--- src/rtl/mul_if.sv ---
// mul_if: handshake and operand/result bundle between the main control FSM (master) and the multiply sequencer (slave).
interface mul_if #(parameter int WIDTH = 32);
   logic             start;
   logic [1:0]       op;
   logic [WIDTH-1:0] src_a;
   logic [WIDTH-1:0] src_b;
   logic             busy;
   logic             stall;
   logic             done;
   logic [WIDTH-1:0] result_lo;
   logic [WIDTH-1:0] result_hi;
   modport master (output start, op, src_a, src_b, input busy, stall, done, result_lo, result_hi);
   modport slave (input start, op, src_a, src_b, output busy, stall, done, result_lo, result_hi);
endinterface

--- src/rtl/mul_sequencer.sv ---
// mul_sequencer: radix-2 shift-add MUL/UMULL/SMULL engine over WIDTH cycles.
// Optional MUL_EARLY_TERM_EN ends RUN as soon as the remaining multiplier bits are all zero.
module mul_sequencer #(parameter int WIDTH = 32) (
   input logic   clk,
   input logic   reset,
   mul_if.slave  bus
);
   localparam int CW = WIDTH > 1 ? $clog2(WIDTH) : 1;
   localparam logic [1:0] IDLE = 2'd0, RUN = 2'd1, FIX = 2'd2, DONE = 2'd3;
   logic [1:0]         state;
   logic [2*WIDTH-1:0] acc, ma, sum, fixed;
   logic [WIDTH-1:0]   mb, abs_a, abs_b;
   logic [CW-1:0]      cnt;
   logic               neg, smull, a_neg, b_neg, last;
   assign smull = bus.op == 2'b10;
   assign a_neg = smull & bus.src_a[WIDTH-1];
   assign b_neg = smull & bus.src_b[WIDTH-1];
   assign abs_a = a_neg ? -bus.src_a : bus.src_a;
   assign abs_b = b_neg ? -bus.src_b : bus.src_b;
   assign sum = mb[0] ? acc + ma : acc;
   assign fixed = neg ? -acc : acc;
`ifdef MUL_EARLY_TERM_EN
   assign last = (mb >> 1) == '0 || cnt == CW'(WIDTH - 1);
`else
   assign last = cnt == CW'(WIDTH - 1);
`endif
   assign bus.busy = state != IDLE;
   assign bus.done = state == DONE;
   assign bus.stall = bus.busy | (bus.start & state == IDLE);
   // ma is kept pre-shifted so each RUN step adds ma << cnt without a barrel shifter
   always_ff @(posedge clk or negedge reset)
      if (!reset) begin
         state <= IDLE;
         acc <= '0;
         ma <= '0;
         mb <= '0;
         cnt <= '0;
         neg <= 1'b0;
         bus.result_lo <= '0;
         bus.result_hi <= '0;
      end else begin
         case (state)
            IDLE: if (bus.start) begin
               ma <= {{WIDTH{1'b0}}, abs_a};
               mb <= abs_b;
               neg <= (|bus.src_a) & (|bus.src_b) & (a_neg ^ b_neg);
               acc <= '0;
               cnt <= '0;
               state <= RUN;
            end
            RUN: begin
               acc <= sum;
               ma <= ma << 1;
               mb <= mb >> 1;
               cnt <= cnt + 1'b1;
               if (last) state <= FIX;
            end
            // results are registered on entry to DONE so they are valid while done is high
            FIX: begin
               acc <= fixed;
               {bus.result_hi, bus.result_lo} <= fixed;
               state <= DONE;
            end
            default: state <= IDLE;
         endcase
      end
endmodule

--- src/flat_wrapper.sv ---
// flat-port wrapper written by rule: the top's interface ports become plain ports
module mul_sequencer_flat 
#(parameter int WIDTH = 32)
  (clk, reset, bus_start, bus_op, bus_src_a, bus_src_b, bus_busy, bus_stall, bus_done, bus_result_lo, bus_result_hi);
  mul_if #(.WIDTH(WIDTH)) bus_i ();
  input logic clk;
  input logic reset;
  input wire logic [$bits(bus_i.start)-1:0] bus_start;
  input wire logic [$bits(bus_i.op)-1:0] bus_op;
  input wire logic [$bits(bus_i.src_a)-1:0] bus_src_a;
  input wire logic [$bits(bus_i.src_b)-1:0] bus_src_b;
  output wire logic [$bits(bus_i.busy)-1:0] bus_busy;
  output wire logic [$bits(bus_i.stall)-1:0] bus_stall;
  output wire logic [$bits(bus_i.done)-1:0] bus_done;
  output wire logic [$bits(bus_i.result_lo)-1:0] bus_result_lo;
  output wire logic [$bits(bus_i.result_hi)-1:0] bus_result_hi;
  assign bus_i.start = bus_start;
  assign bus_i.op = bus_op;
  assign bus_i.src_a = bus_src_a;
  assign bus_i.src_b = bus_src_b;
  assign bus_busy = bus_i.busy;
  assign bus_stall = bus_i.stall;
  assign bus_done = bus_i.done;
  assign bus_result_lo = bus_i.result_lo;
  assign bus_result_hi = bus_i.result_hi;
  mul_sequencer #(.WIDTH(WIDTH)) u_core (.clk(clk), .reset(reset), .bus(bus_i));
endmodule
--- config.mk ---
export PLATFORM = sky130hd
export DESIGN_NAME = mul_sequencer_flat
export DESIGN_NICKNAME = d
export VERILOG_FILES = /design/src/rtl/mul_if.sv /design/src/rtl/mul_sequencer.sv /design/src/flat_wrapper.sv
export SDC_FILE = /design/constraint.sdc
export NUM_CORES = 1
export LEC_CHECK = 0
export BUFFER_PORTS_ARGS = -buffer_cell sky130_fd_sc_hd__buf_2
export CAP_MARGIN = 20
export CORE_ASPECT_RATIO = 1.75
export CORE_UTILIZATION = 55
export DETAILED_ROUTE_END_ITERATION = 8
export PLACE_DENSITY = 0.77
export SLEW_MARGIN = 20
export SYNTH_ARGS = -nofsm -noshare
export SYNTH_HDL_FRONTEND = slang
export SYNTH_SLANG_ARGS = --single-unit
export TNS_END_PERCENT = 1
--- constraint.sdc ---
create_clock -name clk -period 3.5 [get_ports clk]
set_clock_uncertainty 0.15 [all_clocks]
set_input_delay 0.35 -clock clk [delete_from_list [all_inputs] [get_ports clk]]
set_output_delay 0.35 -clock clk [all_outputs]
set_load 0.02 [all_outputs]
After elaboration in Yosys (flattened, before gate mapping)
Cells that the tools add are included.
- register bits after elaboration: 232
- bits of input ports: 69
- output and inout port bits: 67
- word-level logic and storage cells: 53
- add/subtract/negate cells: 5
- equal/unequal tests: 8
- multiplexer cells: 15
- bitwise gates (word level): 7
- reduce and logical (&&, ||, !) cells: 10
- operators by type and width (cell ; number):
    64-bit 2-to-1 mux ; 4
    64-bit one-hot mux with 3 select lines ; 1
    64-bit one-hot mux with 2 select lines ; 1
    32-bit 2-to-1 mux ; 3
    64-bit adder ; 1
    32-bit negation ; 2
    64-bit negation ; 1
    32-bit one-hot mux with 2 select lines ; 1
    32-bit OR reduction ; 2
    5-bit one-hot mux with 2 select lines ; 1
    2-bit equality test, second input constant ; 3
    2-bit one-hot mux with 3 select lines ; 1
    2-bit AND reduction ; 3
    5-bit by 1-bit adder with 5-bit output, second input constant ; 1
    1-bit bitwise AND ; 5
    5-bit equality test, second input constant ; 1
    5-bit 2-to-1 mux ; 1
    2-bit 2-to-1 mux ; 2
    2-bit by 1-bit != test with 1-bit output, second input constant ; 2
    2-bit nonzero test ; 2
    3-bit AND reduction ; 1
    3-bit nonzero test ; 1
    2-bit by 1-bit equality test with 1-bit output, second input constant ; 1
    2-bit logical NOT ; 1
    other kinds (3) ; 3

Logic depth before layout (Yosys ltp)
- depth in word-level cells: 5
- depth in mapped cells: 14
- depth with buffers taken out: 14

Worst setup path before layout
No wires, ideal clock.
- path type: flip-flop to flip-flop
- from: reg u_core.acc[9]
- to: reg u_core.acc[58]
- setup time: 0.134 ns
- arrival time: 2.936 ns
- required time: 3.216 ns
- path slack: 0.280 ns
- cell stages (with the launch flop): 13
- buffers on the path: 0
- clock period less this slack: 3.220 ns
- cell sequence: dfrtp_1 -> ha_1 -> a21oi_1 -> o21ai_0 -> a311oi_1 -> o21ai_1 -> a22o_1 -> or4b_1 -> and2_1 -> a211o_1 -> a21oi_1 -> xor2_1 -> o21ai_0
- cells in the longest elaborated chain, start to end: 3
- elaborated cells between the ends (all ways): 5
- classes of those cells: add/sub (2); mux (3)
- ends and longest elaborated chain (element ; RTL line ; RTL):
    from (decl) ; mul_sequencer.sv:11 ; logic [2*WIDTH-1:0] acc, ma, sum, fixed;
    from (signal assigned) ; mul_sequencer.sv:52 ; acc <= sum;
    from (signal assigned) ; mul_sequencer.sv:60 ; acc <= fixed;
    64-bit negation or 64-bit adder (tied branches) ; mul_sequencer.sv:21, mul_sequencer.sv:20 ;
    64-bit 2-to-1 mux (on tied branches) ; mul_sequencer.sv:21, mul_sequencer.sv:20 ;
    64-bit one-hot mux with 3 select lines (*) ; mul_sequencer.sv:42 ; case (state)
Every way passes the cells marked *; elsewhere a longest branch is shown, timed or not. The select of a mux whose other input is x is not followed.
A chain may end at the register's enable or synchronous reset.

Worst setup path in the final report
- from: reg u_core.acc[19]
- to: reg u_core.acc[62]
The elaborated chain is that of the path after synthesis.

==> out/results.tsv <==
metric	value	unit
vias per cell	6.192	
fin area	0.01920	mm²
post-synthesis sequential area ratio	0.3550	
Seq. cell area	0.005806	mm²
Slew Limit Fails	0	
P_sw	9170	µW
R2R Setup Slk	-0.02	ns
clock power share	0.155	
FP Rows	83	
antenna violations before repair	0	
Clock Tree Buf Depth	3	
grt ovf	0	
Diodes inserted	0	
Iter 0 DRT Violations	1114	
LEAKAGE	0.008550	µW
# fillers	2579	
post-route ant nets	0	
P per Cell Area	969.0	mW/mm²
clk sink count	232	
Primary FF master, synth	dfrtp_1	
CTS tree	yes	
CP cell instances	ha_2, a21oi_1, o21ai_0, a221o_1, a311oi_2, o31a_1, o31a_1, nor4_1, buf_4, a211oi_1, xnor2_1, o21ai_1	
highest-delay cell along the critical path	dfrtp_1	
share of power burned in registers	0.247	
Die Span Y	230.1	µm
Top cell by count, worst path	o31a_1	
Max transition margin	0.4221	
Post-Place Cells	2555	
drc violations	0	
gr usage total	0.3409	
HP Class	in2reg	
Cell variety after synth	77	
Worst setup SP type	flop	
RSZ-0062 raised after global routing	true	
CP peak stage delay	0.50	ns
worst slew pin tran	0.8548	ns
vias after detailed routing	16120	
Sw Share	0.4929	
total CTS buffers	24	
nets@finish	2346	
number of setup violations in the final report	1	
Worst setup EP type	flop	
internal power	9435	µW
WS Path Type	reg2reg	
gp weighted congestion	1.020	
status	finished with violations	
IO Pins	136	
Syn Nets	2166	
first-pass GRT wire length	82380	µm
Comb power frac	0.598	
post-synthesis cell count	2024	
Worst VDD drop	567.2	µV
Final Hold Fails	0	
Total Power	18610	µW
clk root buf	clkbuf_16	
post-detail-place hpwl	38480	µm
violated checks	negative setup slack	
cell area after synthesis	0.01636	mm²
area of the multi-input gates	0.01002	mm²
DRT Wirelength	51790	µm
area post-placement	0.01818	mm²
crit path DAT	3.79	ns
first drt pass iteration count	6	
commonest non-fill, non-tap cell in the layout	a21oi_1	
Core Area	0.02929	mm²
largest net degree at the start of global routing	128	
clk_lat worst skew	0.55	ns
vias in the first global route	16010	
Initial Util	0.5585	
fmax	0.2839	GHz
post-synthesis area per instance	8.081	µm²
layout cells sized above 1	0.1697	
slack of the critical path	-0.02200	ns
WL/cell	19.89	µm
clk slew on worst S/H paths	0.07	ns
max cap viols	0	
CP Max Fanout	6	
die width	132.4	µm
most frequent cells in the layout	266 x a21oi_1, 232 x dfrtp_1, 225 x nand2_1	
CTS H-tree depth	1	
Synth async-reset ratio	1.000	
fin util	0.6556	
number of synthesized flops with an enable pin	0	
Worst Path Required	3.77	ns
I/O Buffers	135	
Yosys reg bits	232	
Synth-to-Final Area Change	17.40	%
non-filler instance count after layout	2604	
Final period util	1.006	
synth warn	0	
Final min period	3.522	ns
die area	0.03046	mm²
==> sequential cells by signal (all words and copies together) (netlist names) <==
register / flops
u_core.mb: 32
u_core.bus.result_lo: 32
u_core.neg: 1
u_core.state: 2
u_core.cnt: 5
u_core.bus.result_hi: 32
u_core.ma: 64
u_core.acc: 64
==> layout make-up <==
type / count / area share
well taps: 382 / 0.02489
repair buffers: 274 / 0.09527
clock inverters: 14 / 0.009905
clock buffers: 30 / 0.03564
multi-input cells: 1620 / 0.5218
flip-flops and latches: 232 / 0.3024
inverters: 52 / 0.01017
==> per-stage QoR <==
step	TNS [ns]	hold WS [ns]	setup WS (ns)
detailed placement	-0.2426	0.1990	-0.1132
global placement	-0.1209	0.1989	-0.07186
finish	-0.02200	0.01852	-0.02200
floorplan	0	-0.09559	0.2800
global route	-1.081	0.009489	-0.1242
CTS	0	0.0007086	0.003753
==> timing repair <==
action | CTS | global route
pin swaps | 1 | 2
endpoints found under the hold margin | 74 | 0
gates cloned | 0 | 0
hold buffers | 2 | 0
resized for setup | 6 | 21
endpoints found under the setup margin | 6 | 29
buffers inserted | 2 | 0
==> layer usage <==
layer  GRT usage  part of all wire  up-vias
li1            -                 -     7655
met1      0.3707              0.37     7634
met2      0.6161              0.51      636
met3     0.04409             0.052      198
met4      0.2227             0.067        0
met5           0                 0        -
==> synth_stat cells (all sizes together), types with 7 or more instances <==
master,number,area [µm²]
inv,52,195.2
and3,8,50.05
nor4,19,133.9
a22oi,12,90.09
a22o,38,332.8
a21o,26,195.2
o21ai,215,1080
ha,72,900.9
or3,26,167.7
nand4,25,162.6
nand2b,12,75.07
a31oi,13,81.33
nor2,192,720.7
o31ai,22,197.7
o41ai,14,156.4
o21bai,11,82.58
and2,12,75.07
a21boi,7,52.55
xnor2,83,727.0
nor3b,9,67.56
mux2,13,146.4
nand3,25,125.1
o21a,9,67.56
or4,19,161.4
a21oi,271,1356
nand2,226,850.8
nor2b,13,88.83
buf,19,86.33
a32oi,11,96.34
o211ai,7,52.55
clkbuf,101,379.1
xor2,84,735.7
o22ai,7,43.79
nor3,66,341.6
dfrtp,232,5806
==> final timing paths <==
check / end / start / cells after the start
worst max register to register: u_core.acc[62]$_DFFE_PN0P_ / u_core.acc[19]$_DFFE_PN0P_ / 12
worst min register to register: u_core.mb[11]$_DFFE_PN0P_ / u_core.mb[11]$_DFFE_PN0P_ / 2
worst min-delay path: u_core.ma[29]$_DFFE_PN0P_ / bus_src_a[29] / 3
worst max-delay path: u_core.acc[62]$_DFFE_PN0P_ / u_core.acc[19]$_DFFE_PN0P_ / 12
max in group asynchronous: u_core.ma[3]$_DFFE_PN0P_ / reset / 3
min in group asynchronous: u_core.ma[63]$_DFFE_PN0P_ / reset / 2
==> worst max-delay path, delay by kind of cell (launching register included) <==
kind / cells / cell delay, ns
AOI/OAI and AO/OA: 8 / 1.98
DFF: 1 / 0.50
adders and majority gates: 1 / 0.39
xor gates and xnor gates: 1 / 0.16
buffers and inverters: 1 / 0.14
and+or+nand+nor: 1 / 0.09
==> cell families (layout without fill, tap and decap cells) <==
logic type,count (synthesis),count (layout),share of synthesized area
xor gates and xnor gates,167,167,0.08943
DFF,232,232,0.3550
muxes,19,19,0.01262
AOI/OAI and AO/OA,696,696,0.2555
buffers and inverters,172,370,0.04039
and+or+nand+nor,665,665,0.1908
adders and majority gates,73,73,0.05630
==> power groups by stage <==
stage / sequential [µW] / combinational [µW] / clock, µW
finish: 4600 / 11100 / 2880
global route: 4700 / 12100 / 3010
CTS: 4580 / 10900 / 2910
detailed placement: 4610 / 10800 / 0
global placement: 4560 / 10600 / 0
floorplan: 4860 / 6670 / 0
Power figures use the tool's default switching activity.
